[config.mk]
export PLATFORM = sky130hd
export DESIGN_NAME = dpram_port_arbiter
export DESIGN_NICKNAME = d
export VERILOG_FILES = /design/src/rtl/dpram_port_arbiter.sv
export SDC_FILE = /design/constraint.sdc
export NUM_CORES = 1
export LEC_CHECK = 0
export CAP_MARGIN = 20
export CORE_MARGIN = 10
export CORE_UTILIZATION = 27
export DETAILED_ROUTE_END_ITERATION = 10
export PLACE_DENSITY = 0.77
export SYNTH_ARGS = -nofsm -noshare
export SYNTH_HDL_FRONTEND = slang
export SYNTH_SLANG_ARGS = --single-unit
[constraint.sdc]
create_clock -name clk_i -period 1.5 [get_ports clk_i]
set_clock_uncertainty 0.1 [all_clocks]
set_input_delay 0.15 -clock clk_i [delete_from_list [all_inputs] [get_ports clk_i]]
set_output_delay 0.15 -clock clk_i [all_outputs]
set_load 0.005 [all_outputs]
[src/rtl/dpram_port_arbiter.sv]
// Two-client round-robin arbiter for a dual-port RAM with a hardware clear sweep.
// Write and read ports are arbitrated independently; read data returns one cycle later.
module dpram_port_arbiter #(
    parameter int WIDTH      = 16,
    parameter int DEPTH      = 256,
    parameter int ADDR_WIDTH = 8
) (
    input  logic                  clk_i,
    input  logic                  rst_i,
    input  logic                  c0_req_i,
    input  logic                  c0_we_i,
    input  logic [ADDR_WIDTH-1:0] c0_addr_i,
    input  logic [WIDTH-1:0]      c0_wdata_i,
    output logic                  c0_gnt_o,
    output logic                  c0_rvalid_o,
    output logic [WIDTH-1:0]      c0_rdata_o,
    input  logic                  c1_req_i,
    input  logic                  c1_we_i,
    input  logic [ADDR_WIDTH-1:0] c1_addr_i,
    input  logic [WIDTH-1:0]      c1_wdata_i,
    output logic                  c1_gnt_o,
    output logic                  c1_rvalid_o,
    output logic [WIDTH-1:0]      c1_rdata_o,
    input  logic                  clr_i,
    output logic                  busy_o,
    output logic                  ram_wr_en_o,
    output logic [ADDR_WIDTH-1:0] ram_wr_addr_o,
    output logic [WIDTH-1:0]      ram_wdata_o,
    output logic                  ram_rd_en_o,
    output logic [ADDR_WIDTH-1:0] ram_rd_addr_o,
    input  logic [WIDTH-1:0]      ram_rdata_i
);

    localparam logic ST_IDLE  = 1'b0;
    localparam logic ST_CLEAR = 1'b1;
    localparam logic [ADDR_WIDTH-1:0] LAST_ADDR = ADDR_WIDTH'(DEPTH - 1);

    logic                  state_q, state_d;
    logic [ADDR_WIDTH-1:0] cnt_q, cnt_d;
    logic                  wptr_q, wptr_d;
    logic                  rptr_q, rptr_d;
    logic                  ret_vld_q, ret_vld_d;
    logic                  ret_id_q, ret_id_d;

    logic w0, w1, r0, r1;
    logic wg0, wg1, rg0, rg1;

    assign w0 = c0_req_i & c0_we_i;
    assign w1 = c1_req_i & c1_we_i;
    assign r0 = c0_req_i & ~c0_we_i;
    assign r1 = c1_req_i & ~c1_we_i;

    always_comb begin
        state_d       = state_q;
        cnt_d         = cnt_q;
        wptr_d        = wptr_q;
        rptr_d        = rptr_q;
        ret_vld_d     = 1'b0;
        ret_id_d      = ret_id_q;
        wg0           = 1'b0;
        wg1           = 1'b0;
        rg0           = 1'b0;
        rg1           = 1'b0;
        busy_o        = 1'b0;
        ram_wr_en_o   = 1'b0;
        ram_wr_addr_o = '0;
        ram_wdata_o   = '0;
        ram_rd_en_o   = 1'b0;
        ram_rd_addr_o = '0;

        // Reset cycle leaves every output at its forced-zero default
        if (!rst_i) begin
            if (state_q == ST_CLEAR) begin
                busy_o        = 1'b1;
                ram_wr_en_o   = 1'b1;
                ram_wr_addr_o = cnt_q;
                cnt_d         = cnt_q + 1'b1;
                if (cnt_q == LAST_ADDR) begin
                    state_d = ST_IDLE;
                    cnt_d   = '0;
                end
            end else begin
                wg0 = w0 & (~w1 | ~wptr_q);
                wg1 = w1 & (~w0 | wptr_q);
                rg0 = r0 & (~r1 | ~rptr_q);
                rg1 = r1 & (~r0 | rptr_q);
                if (w0 && w1) wptr_d = ~wptr_q;
                if (r0 && r1) rptr_d = ~rptr_q;

                ram_wr_en_o = wg0 | wg1;
                if (wg0) begin
                    ram_wr_addr_o = c0_addr_i;
                    ram_wdata_o   = c0_wdata_i;
                end else if (wg1) begin
                    ram_wr_addr_o = c1_addr_i;
                    ram_wdata_o   = c1_wdata_i;
                end

                ram_rd_en_o = rg0 | rg1;
                if (rg0) begin
                    ram_rd_addr_o = c0_addr_i;
                end else if (rg1) begin
                    ram_rd_addr_o = c1_addr_i;
                end

                ret_vld_d = rg0 | rg1;
                ret_id_d  = rg1;

                if (clr_i) begin
                    state_d = ST_CLEAR;
                    cnt_d   = '0;
                end
            end
        end
    end

    assign c0_gnt_o    = wg0 | rg0;
    assign c1_gnt_o    = wg1 | rg1;
    assign c0_rvalid_o = ret_vld_q & ~ret_id_q & ~rst_i;
    assign c1_rvalid_o = ret_vld_q & ret_id_q & ~rst_i;
    assign c0_rdata_o  = ram_rdata_i;
    assign c1_rdata_o  = ram_rdata_i;

    always_ff @(posedge clk_i) begin
        if (rst_i) begin
            state_q   <= ST_IDLE;
            cnt_q     <= '0;
            wptr_q    <= 1'b0;
            rptr_q    <= 1'b0;
            ret_vld_q <= 1'b0;
            ret_id_q  <= 1'b0;
        end else begin
            state_q   <= state_d;
            cnt_q     <= cnt_d;
            wptr_q    <= wptr_d;
            rptr_q    <= rptr_d;
            ret_vld_q <= ret_vld_d;
            ret_id_q  <= ret_id_d;
        end
    end

endmodule

==> out/metrics.cfg <==
[worst_setup_path]
cp_max_fo = 7
critical_path_arrival_ps = 1530
crit_type = flip-flop to output pin
start_kind = flip-flop
cp-end-kind = output pin
path_delay_family = compound AO/OA/AOI/OAI gates
path_cells = o21ba_4 -> and2_4 -> a221o_2 -> buf_6
path_buf_inv = 1
slowest_stage = dfxtp_4
max_stage_delay_ps = 360
worstPathRequired_ps = 1250

[flow_run]
drv_cap = 0

[power_and_ir_drop]
total_power_mw = 1.31
ir_drop_mv = 0.312
pwr_density_cell_nw_per_um2 = 471
leakage_nw = 1.20

[routing]
drc = 0
via_per_inst = 5.14
detail-route-antenna-nets = 0
drt_iter0_markers = 108
routed_wirelength_mm = 7.07
drt_pass1_iterations = 4
vias = 1849
wl_per_cell_um = 19.6

[floorplanning]
rows = 26
die_w_um = 92.6
start_util = 0.278
core_area_um2 = 5110
io_pins = 142
fp.dieH_um = 92.6
die_area_um2 = 8570

[yosys]
synth_area_leader_cell = dfxtp_1
ys_ff_latch = 13
synthCells = 182
ys.warnings.count = 0
synth_seq_area_share = 0.183
synth_ff_type = dfxtp_1
yosysUniqueCellTypes = 44
synth.top_cell.area_share = 0.183
mappedNetlistArea_um2 = 1420
synth_edf_count = 0
syn_area_per_cell_um2 = 7.81
synth_nets = 254
synthTopCellsByArea = dfxtp_1, buf_4, a22o_1
async_reset_ff_frac = 0

[timing]
grt_setup_unrepaired = yes
finalCriticalPeriod_ps = 1780
clock.fmax_mhz = 563
layout_setup_ws_ps = -275
worstMarginPinSlew_ps = 245
finalSetupViolCount = 35
maxSlewViolCount = 0
fin_setup_tns_ps = -6270
post-route-period-util = 1.18
max-slew-margin-rel = 0.837
hold_viol = 0

[grt]
grt_max_degree = 11
antenna_found_initial = 0
grt_pass1_wl_mm = 9.98
grtUsageMet3 = 0.0371
top_usage_layer = met2
grtUsageMet2 = 0.262
grt_pass1_vias = 1891
grtUsageTotal = 0.143
overflow = 0
use_met1 = 0.158

[placement]
place.gp.congestion = 0.856
io_buffer_count = 93
dp.cells = 334
place_hpwl_mm = 4.80

[clocking]
insertion_delay_ps = 250
htree_levels = 1
cts-root-buf = clkbuf_8
clk_pin_slew_worst_paths_ps = 60
cts.sinks = 13
cts_tree = built
clock_path_buffers = 2
numCtsBuffers = 3
cts_hold_buf = 0

[layout]
final_core_utilization = 0.546
final_common_cell = clkdlybuf4s50_1
syn_to_final_growth_pct = 96.1
n_fill_cell = 470
n_antenna_cell = 0
final_cells = 360
fin_nets = 363
layout_common_cells = clkdlybuf4s50_1, buf_4, buf_2, buf_6
layout-drive-gt1-share = 0.538

[status]
violations = negative setup slack
status = finished, violations left

[worst_hold_path]
min_path_type = input port to flip-flop

[final cells by class]
type,instances,area [um^2],share of cell area
Clock buffer,4,45.0,0.0162
Inverter,3,11.3,0.00404
Multi-Input combinational cell,125,1110,0.398
Sequential cell,13,272,0.0974
Tap cell,70,87.6,0.0314
Timing Repair Buffer,145,1260,0.453
[cells by family after synthesis]
logic type | count (synthesis) | synth area share
AOI/OAI and AO/OA | 57 | 0.325
xor gates and xnor gates | 2 | 0.0123
adders and majority gates | 1 | 0.00880
buffers and inverters | 47 | 0.246
DFF | 13 | 0.183
muxes | 1 | 0.00704
and+or+nand+nor | 61 | 0.218
[cells in the mapped netlist, types with 4 or more instances]
cell type and instances:
a21oi_1 7, a221oi_1 4, a22o_1 10, a22o_2 7, a22oi_1 8, a31oi_1 4, and2_1 4, buf_2 4
buf_4 32, clkbuf_1 4, dfxtp_1 13, nand2_1 10, nor2_1 23, nor3_1 5, o21ai_0 5
[path summary, 6_finish.rpt]
kind                 start               end  slack (ps)  cells after the start
setup / recovery    wptr_q  ram_wr_addr_o[2]        -280                      4
hold / removal       rst_i          cnt_q[4]         120                      2
setup reg to reg   state_q          cnt_q[5]          70                      6
hold reg to reg   cnt_q[6]          cnt_q[6]         390                      2
[metal layers]
| metal | share of wire | wire length (um) | up-vias |
|---|---|---|---|
| met5 | 0 | 0 | - |
| met4 | 0.023 | 166 | 0 |
| met3 | 0.080 | 564 | 25 |
| met2 | 0.51 | 3570 | 83 |
| met1 | 0.39 | 2760 | 888 |
| li1 | - | - | 853 |
[flip-flops by register name, indices dropped and copies added, names as in the netlist]
signal     cells
state_q        1
ret_id_q       1
ret_vld_q      1
rptr_q         1
wptr_q         1
cnt_q          8
[where the power goes]
part | switching [mW] | internal [mW]
sequential | 0.0103 | 0.352
clock | 0.147 | 0.188
combinational | 0.255 | 0.360
total | 0.412 | 0.900
[per-stage QoR]
stage | instance area (um^2) | hold WS, ps | setup WS (ps)
after floorplan | 1420 | 236 | 9.06
final | 2790 | 121 | -275
after detailed placement | 2350 | 200 | -818
after CTS | 2580 | 99.1 | -258
after global routing | 2790 | 125 | -304
after global placement | 2350 | 200 | -801
[timing repair]
action,CTS,global route
resized for setup,222,37
endpoints found under the hold margin,0,0
pin swaps,44,21
gates cloned,2,1
setup endpoints to repair,42,41
buffers inserted,11,9
Note: power is estimated with default switching activity, not from simulation.
